### config.mk
export PLATFORM = sky130hd
export DESIGN_NAME = fp_div_result_stage
export DESIGN_NICKNAME = d
export VERILOG_FILES = /design/src/rtl/fp_div_pkg.sv /design/src/rtl/fp_classify.sv /design/src/rtl/fp_div_result_stage.sv
export SDC_FILE = /design/constraint.sdc
export NUM_CORES = 1
export LEC_CHECK = 0
export CORE_MARGIN = 8
export CORE_UTILIZATION = 60
export CTS_CLUSTER_SIZE = 25
export DETAILED_ROUTE_END_ITERATION = 8
export DONT_BUFFER_PORTS = 1
export PLACE_DENSITY = 0.76
export SLEW_MARGIN = 20
export SYNTH_ARGS = -nofsm -noshare
export SYNTH_HDL_FRONTEND = slang
export SYNTH_SLANG_ARGS = --single-unit
export TNS_END_PERCENT = 1
### constraint.sdc
create_clock -name clk -period 2.5 [get_ports clk]
set_input_delay 0.625 -clock clk [delete_from_list [all_inputs] [get_ports clk]]
set_output_delay 0.625 -clock clk [all_outputs]
set_load 0.1 [all_outputs]
### src/rtl/fp_div_pkg.sv
// Shared FP32 definitions for the divider result stage: field layout, operand classes,
// canonical NaN and exception-flag bit positions.
package fp_div_pkg;

  localparam int EXP_W = 8;
  localparam int MAN_W = 23;
  localparam int BIAS  = 127;
  localparam logic [31:0] QNAN = 32'h7FC0_0000;

  // Bit positions within the {NV,DZ,OF,UF,NX} flag vector
  localparam int FLAG_NV = 4;
  localparam int FLAG_DZ = 3;
  localparam int FLAG_OF = 2;
  localparam int FLAG_UF = 1;
  localparam int FLAG_NX = 0;

  typedef enum logic [1:0] {
    FP_ZERO,
    FP_NORM,
    FP_INF,
    FP_NAN
  } fp_class_t;

  typedef struct packed {
    logic             sign;
    logic [EXP_W-1:0] exp;
    logic [MAN_W-1:0] man;
  } fp32_t;

endpackage

### src/rtl/fp_classify.sv
// Classifies one FP32 operand; denormals are treated as zero (DAZ).
module fp_classify
  import fp_div_pkg::*;
(
  input  logic [31:0] value,
  output fp_class_t   cls,
  output logic        neg
);

  fp32_t f;

  assign f   = value;
  assign neg = f.sign;

  always_comb begin
    cls = FP_NORM;
    if (f.exp == '0) begin
      cls = FP_ZERO;
    end else if (f.exp == '1) begin
      cls = (f.man == '0) ? FP_INF : FP_NAN;
    end
  end

endmodule

### src/rtl/fp_div_result_stage.sv
// Two-stage output pipeline for the FP32 divider: registers and classifies operands, then
// overrides the raw quotient for special cases and exponent range, with sticky flags.
module fp_div_result_stage
  import fp_div_pkg::*;
(
  input  logic        clk,
  input  logic        rst_n,
  input  logic        in_valid,
  output logic        in_ready,
  input  logic [31:0] op_x,
  input  logic [31:0] op_b,
  input  logic [31:0] raw_q,
  output logic        out_valid,
  input  logic        out_ready,
  output logic [31:0] result,
  output logic [4:0]  out_flags,
  input  logic        flag_clr,
  output logic [4:0]  sticky
);

  function automatic logic [36:0] select_result(input fp_class_t cx, input fp_class_t cb,
                                                input logic s, input logic signed [9:0] e,
                                                input logic [31:0] q);
    logic [4:0]  f;
    logic [31:0] r;
    f = '0;
    r = q;
    if (cx == FP_NAN || cb == FP_NAN || (cx == FP_ZERO && cb == FP_ZERO) ||
        (cx == FP_INF && cb == FP_INF)) begin
      r = QNAN;
      f[FLAG_NV] = 1'b1;
    end else if (cx == FP_NORM && cb == FP_ZERO) begin
      r = {s, {EXP_W{1'b1}}, {MAN_W{1'b0}}};
      f[FLAG_DZ] = 1'b1;
    end else if (cx == FP_INF) begin
      r = {s, {EXP_W{1'b1}}, {MAN_W{1'b0}}};
    end else if (cx == FP_ZERO || cb == FP_INF) begin
      r = {s, 31'h0};
    end else if (e >= 10'sd255) begin
      r = {s, {EXP_W{1'b1}}, {MAN_W{1'b0}}};
      f[FLAG_OF] = 1'b1;
      f[FLAG_NX] = 1'b1;
    end else if (e <= 10'sd0) begin
      // Flush to zero: the divider path never produces denormals
      r = {s, 31'h0};
      f[FLAG_UF] = 1'b1;
      f[FLAG_NX] = 1'b1;
    end
    return {f, r};
  endfunction

  logic             vld_p1, vld_p2;
  logic             load_p1, load_p2;
  fp_class_t        cls_x, cls_b;
  logic             neg_x, neg_b;
  logic             adj;
  logic signed [9:0] e_in;

  fp_class_t         cls_x_p1, cls_b_p1;
  logic              sign_p1;
  logic signed [9:0] e_p1;
  logic [31:0]       raw_q_p1;
  logic [36:0]       sel_p1;

  assign load_p2  = !vld_p2 || out_ready;
  assign load_p1  = !vld_p1 || load_p2;
  assign in_ready = load_p1;

  fp_classify u_cls_x (.value(op_x), .cls(cls_x), .neg(neg_x));
  fp_classify u_cls_b (.value(op_b), .cls(cls_b), .neg(neg_b));

  // Quotient mantissa below 1.0 costs one exponent step
  assign adj  = op_x[MAN_W-1:0] < op_b[MAN_W-1:0];
  assign e_in = 10'(op_x[30:MAN_W]) - 10'(op_b[30:MAN_W]) + 10'(BIAS) - 10'(adj);

  // Stage 1: capture and classify
  always_ff @(posedge clk or negedge rst_n) begin
    if (!rst_n) begin
      vld_p1 <= 1'b0;
    end else if (load_p1) begin
      vld_p1 <= in_valid;
    end
  end

  always_ff @(posedge clk) begin
    if (load_p1 && in_valid) begin
      cls_x_p1 <= cls_x;
      cls_b_p1 <= cls_b;
      sign_p1  <= neg_x ^ neg_b;
      e_p1     <= e_in;
      raw_q_p1 <= raw_q;
    end
  end

  assign sel_p1 = select_result(cls_x_p1, cls_b_p1, sign_p1, e_p1, raw_q_p1);

  // Stage 2: special-case select, output register
  always_ff @(posedge clk or negedge rst_n) begin
    if (!rst_n) begin
      vld_p2    <= 1'b0;
      result    <= '0;
      out_flags <= '0;
    end else if (load_p2) begin
      vld_p2 <= vld_p1;
      if (vld_p1) begin
        {out_flags, result} <= sel_p1;
      end
    end
  end

  assign out_valid = vld_p2;

  always_ff @(posedge clk or negedge rst_n) begin
    if (!rst_n) begin
      sticky <= '0;
    end else if (out_valid && out_ready) begin
      sticky <= flag_clr ? out_flags : (sticky | out_flags);
    end else if (flag_clr) begin
      sticky <= '0;
    end
  end

endmodule

==> results_dict.tcl, run 1 <==
set metrics [dict create \
    mostFrequentLayoutCell "buf_4" \
    place_congestion 0.809 \
    drtAntennaViolNets 0 \
    post-dp-hpwl_um 8310 \
    cp.arrival_ns 2.99 \
    met3_usage_pct 5.89 \
    root_buffer "clkbuf_8" \
    hold_ws_ns 0.112 \
    synth.distinct_cells 49 \
    drt_wl_total_um 11200 \
    slew_headroom_pct 60.5 \
    synth_edf_count 47 \
    rsz0062_at_grt "true" \
    ir_worst_vdd_mv 0.356 \
    clk-insertion-delay-late_ns 0.35 \
    dr_total_vias 3548 \
    worst_setup_path_end_kind "flop" \
    grt_antenna_before_repair 0 \
    clock_skew_ns 0.0117 \
    drt_iter0_markers 227 \
    core_sq_um 7610 \
    syn_inst 400 \
    drive_gt1_share_pct 28.3 \
    port-buffer-count 0 \
    utilization_pct 75.9 \
    top_usage_layer "met2" \
    antenna_cells 0 \
    cts.sinks 91 \
    grt_use_met2_pct 34.6 \
    fmax_mhz 345 \
    syn-cell-area_sq_um 4640 \
    cp_max_fo 2 \
    violations "negative setup slack" \
    worst_pin_slew_ns 0.591 \
    hold_class "primary input to async pin" \
    p_leak_nw 2.49 \
    synth-seq-cells 91 \
    syn2layout_area_growth_pct 24.5 \
    path_class "primary input to flop" \
    hold_violations 0 \
    initial_core_util_pct 61.0 \
    grt_pass1_wl_um 17300 \
    ys_warn_count 0 \
    slew_viol_final 0 \
    ys_seq_area_share_pct 54.2 \
    status "complete, but fails checks" \
    rows 32 \
    cts_tree "built" \
    stdcell_area_sq_um 5770 \
    drv_cap 0 \
    globalRouteTotalUtil_pct 19.8 \
    die_area_sq_um 10800 \
    cts-buffers-inserted 9 \
    die_w_um 104 \
    wl_per_cell_um 19.0 \
    ys_async_sr_fraction_pct 48.4 \
    min_period_ns 2.90 \
    dpl_cell_area_sq_um 5370 \
    viasPerCell 6.02 \
    critPathLaunchType "primary input" \
    grt_overflow_total 0 \
    grt_max_degree 48 \
    first_pass_iters 4 \
    place_ws_ns -0.982 \
    io_pins 145 \
    clk_transition_reported_paths_ns 0.09 \
    nets 623 \
    cts_htree_levels 3 \
    grt.met1_usage_pct 21.9 \
    layout_common_cells "buf_4, edfxtp_1, dfrtp_1" \
    drc_errors 0 \
    required_ns 2.59 \
    worst_slack_ns -0.396 \
    synth_area_per_cell_sq_um 11.6 \
    powerDensity_nw_per_um2 803 \
    finalSetupViolations 6 \
    post-route-period-util_pct 116 \
    fp.dieH_um 104 \
    grt_pass1_vias 3577 \
    clockBufferDepth 2 \
    ys.flop_type "edfxtp_1" \
    syn-num-nets 541 \
]
## final cells by class
type	count	area [sq um]
Multi-Input combinational cell	259	2150
Clock buffer	9	124
Clock inverter	7	77.6
Timing Repair Buffer	76	603
Inverter	45	174
Tap cell	102	128
Sequential cell	91	2510
Fill cell	498	1830
## per-layer routing
| layer | part of all wire, % | up-vias |
|---|---|---|
| met1 | 38 | 1692 |
| met4 | 3.0 | 0 |
| li1 | - | 1649 |
| met5 | 0 | - |
| met2 | 51 | 171 |
| met3 | 8.6 | 36 |
## state kept, by name, summed over array words and instances, names as in the netlist
name and cells:
raw_q_p1 32, e_p1 10, vld_p1 1, cls_b_p1 2, sign_p1 1, out_flags 5
cls_x_p1 2, out_valid 1, sticky 5, result 32
## synth_stat cells, drive strengths merged (4+ instances only)
cell type  count  area share (%)
o21bai         4            0.65
xnor2          8             1.5
a211oi         4            0.65
dfrtp         44              24
a21o           4            0.65
xor2           6             1.1
ha            38              10
a21oi         21             2.3
nand3         12             1.3
a22o          23             4.3
nor4          21             3.5
nand4         13             2.1
nor2b          4            0.54
nand2         17             1.4
edfxtp        47              30
nor3           8            0.97
inv           45             3.6
nor2          18             1.6
o21ai         30             3.2
## path summary, 6_finish.rpt
check                             from         end  slack (ns)  cells after the start
max in group asynchronous        rst_n   result[7]        2.19                      1
setup / recovery              op_b[12]     e_p1[7]       -0.40                     14
hold reg to reg            raw_q_p1[3]   result[3]        0.46                      1
setup reg to reg               e_p1[2]   result[7]        0.76                      5
hold / removal                   rst_n  result[29]        0.11                      1
min in group clk              flag_clr   sticky[3]        0.36                      1
## where the power goes
group / total [mW] / internal (mW) / leakage [nW] / switching (mW)
clock network: 0.976 / 0.470 / 0.105 / 0.506
logic: 1.79 / 0.587 / 1.37 / 1.20
registers: 1.88 / 1.79 / 1.02 / 0.0882
## per-stage QoR
| step | power, mW | instances | TNS [ns] |
|---|---|---|---|
| after global routing | 4.85 | 589 | -2.33 |
| after global placement | 3.49 | 571 | -4.64 |
| after floorplan | 3.11 | 400 | -17.46 |
| final | 4.64 | 589 | -1.64 |
| after detailed placement | 3.55 | 571 | -5.46 |
| after CTS | 4.56 | 589 | -1.73 |
## critical path: stages
cell      delay, ns
inv_2          0.05
ha_4           0.19
a22o_1         0.20
nor4_2         0.13
o221ai_1       0.16
o21ai_1        0.15
o211ai_1       0.13
ha_2           0.21
ha_4           0.16
fa_2           0.35
a211oi_2       0.22
o21bai_1       0.12
a211oi_2       0.22
nor2_1         0.07
## cells by family (layout without fill, tap and decap cells)
logic type / after synthesis / count (layout) / share of synthesized area [%]
AOI/OAI and AO/OA: 98 / 98 / 13.9
muxes: 1 / 1 / 0.216
buffers and inverters: 50 / 137 / 4.37
xor gates and xnor gates: 14 / 14 / 2.64
DFF: 91 / 91 / 54.2
adders and majority gates: 40 / 40 / 11.1
and+or+nand+nor: 106 / 106 / 13.6
## what timing repair did
action / in CTS / in global routing
gates resized for setup: 11 / 21
hold endpoints to repair: 44 / 0
hold buffers: 1 / 0
pin swaps: 9 / 8
endpoints found under the setup margin: 8 / 8
buffers inserted: 1 / 0
Note: power is estimated with default switching activity, not from simulation.
==> run 2, diff against run 1 <==
clock period = 3.3 ns   (was 2.5 ns; I/O delays follow)
==> run 2 against run 1 <==
Compared with the run above:
- the run now ends clean
- utilization is 8.7 points lower
- hold slack better by 0.045 ns
- sequential share of layout area is 5.6 points higher
- sequential power hardly changed
- die area stayed put
- via count is 11% lower
- global-route usage is 1.7 points lower
- routed wire length is 12% lower
- clock power is 32% lower
- critical path depth is 1 higher
- first-iteration DRC count is 20% lower
- final cell count is 9.7% lower
- critical path type unchanged
- largest power group unchanged
==> results_dict.tcl, run 2 (synthesized netlist as in run 1, its figures left out) <==
set metrics [dict create \
    grt_pass1_wl_um 15900 \
    switchingPower_mw 1.28 \
    viasPerCell 5.96 \
    clockBufferDepth 2 \
    drv_cap 0 \
    stdcell_area_sq_um 5120 \
    rr_worst_depth 4 \
    worst_pin_slew_ns 0.970 \
    critPathLaunchType "primary input" \
    clk_transition_reported_paths_ns 0.09 \
    dr_total_vias 3169 \
    clk-insertion-delay-late_ns 0.35 \
    path_class "primary input to flop" \
    die_area_sq_um 10800 \
    hold_class "primary input to async pin" \
    mostFrequentLayoutCell "edfxtp_1" \
    root_buffer "clkbuf_8" \
    hold_ws_ns 0.157 \
    grt_max_degree 45 \
    regToRegStartpoint "out_valid" \
    io_pins 145 \
    reg2reg_to "cls_b_p1[1]" \
    cts-buffers-inserted 9 \
    powerDensity_nw_per_um2 623 \
    required_ns 3.49 \
    initial_core_util_pct 61.0 \
    post-dp-hpwl_um 7840 \
    status "finished, final reports clean" \
    pwr-share-clk_pct 20.9 \
    grt_pass1_vias 3257 \
    post-route-period-util_pct 98.6 \
    hold_violations 0 \
    nets 566 \
    reg_top3 "raw_q_p1 x32, result x32, e_p1 x10" \
    cts.sinks 91 \
    dp.cells 514 \
    tns_ns 0 \
    power_frac_comb_pct 19.0 \
    drtAntennaViolNets 0 \
    first_pass_iters 5 \
    critPathMaxStageDelay_ns 0.34 \
    cp_slowest_cell "fa_2" \
    cts_tree "built" \
    p_leak_nw 2.15 \
    finalSetupViolations 0 \
    layout_common_cells "edfxtp_1, inv_1, dfrtp_1" \
    slew_viol_final 0 \
    drt_wl_total_um 9850 \
    grt_antenna_before_repair 0 \
    clock_skew_ns 0.0110 \
    fp.dieH_um 104 \
    port-buffer-count 0 \
    fmax_mhz 307 \
    die_w_um 104 \
    r2r_slack_ns 1.28 \
    place_congestion 0.834 \
    worst_setup_path_end_kind "flop" \
    p_int_mw 1.90 \
    crit_family "compound AO/OA/AOI/OAI gates" \
    cp_max_fo 2 \
    syn2layout_area_growth_pct 10.3 \
    cp.arrival_ns 3.44 \
    grt_overflow_total 0 \
    power.share.switching_pct 40.2 \
    ir_worst_vdd_mv 0.232 \
    crit_buf_inv 2 \
    wl_per_cell_um 18.5 \
    crit_chain "inv_1 > ha_4 > a21oi_2 > o21ai_0 > a21o_1 > a2111oi_2 > o211ai_1 > ha_2 > ha_4 > fa_2 > a211oi_2 > buf_4 > o21ai_0 > nor2b_1 > nor3_1" \
    core_sq_um 7610 \
    pwr-share-seq_pct 60.1 \
    min_period_ns 3.25 \
    slew_headroom_pct 35.3 \
    drt_iter0_markers 182 \
    rows 32 \
    cts_htree_levels 3 \
    layoutNonFillerInstCount 532 \
    dpl_cell_area_sq_um 4900 \
    globalRouteTotalUtil_pct 18.0 \
    drc_errors 0 \
    cp_num_cells 15 \
    antenna_cells 0 \
    drive_gt1_share_pct 12.8 \
]
-- run 2: repair_timing --
action,in CTS,in global routing
buffers inserted,0,2
hold buffers,0,0
endpoints found under the setup margin,0,3
hold endpoints to repair,0,0
resized for setup,0,5
-- run 2: layout make-up --
cell class / count / area (sq um)
clock buffer: 9 / 124
clock inverter: 7 / 51.3
fill: 568 / 2490
inverter: 45 / 169
multi-input combinational: 259 / 1980
sequential: 91 / 2510
tap: 102 / 128
timing repair buffer: 19 / 155
-- run 2: per-stage QoR --
stage               worst slack [ns]  util [%]  power (mW)
floorplan                     -0.142         -        2.35
CTS                           0.0388      66.7        3.18
detailed placement            -0.345      64.4        2.52
finish                        0.0475      67.3        3.19
global route                 -0.0614      67.3        3.33
global placement              -0.248      64.4        2.48
-- run 2: power groups by stage --
stage               Combinational [mW]  Clock, mW  Sequential, mW
floorplan                        0.435          0            1.92
global placement                 0.549          0            1.94
detailed placement               0.578          0            1.94
CTS                              0.582      0.677            1.92
global route                     0.675      0.723            1.93
finish                           0.605      0.667            1.91
-- run 2: routing by layer --
metal | wire (um) | global-route usage (%) | vias up
li1 | - | - | 1534
met5 | 0 | 0 | -
met4 | 144 | 6.72 | 0
met3 | 798 | 6.75 | 14
met2 | 4920 | 30.2 | 112
met1 | 4000 | 20.6 | 1509
-- run 2: worst max-delay path by stage --
stage / startpoint / slack (ns) / endpoint
6_report: op_b[2] / 0.05 / e_p1[9]
4_1_cts: op_b[2] / 0.04 / e_p1[7]
5_1_grt: op_b[19] / -0.06 / e_p1[9]
3_5_place_dp: op_b[2] / -0.34 / e_p1[7]
2_1_floorplan: op_b[2] / -0.14 / e_p1[7]
3_3_place_gp: op_b[2] / -0.25 / e_p1[7]
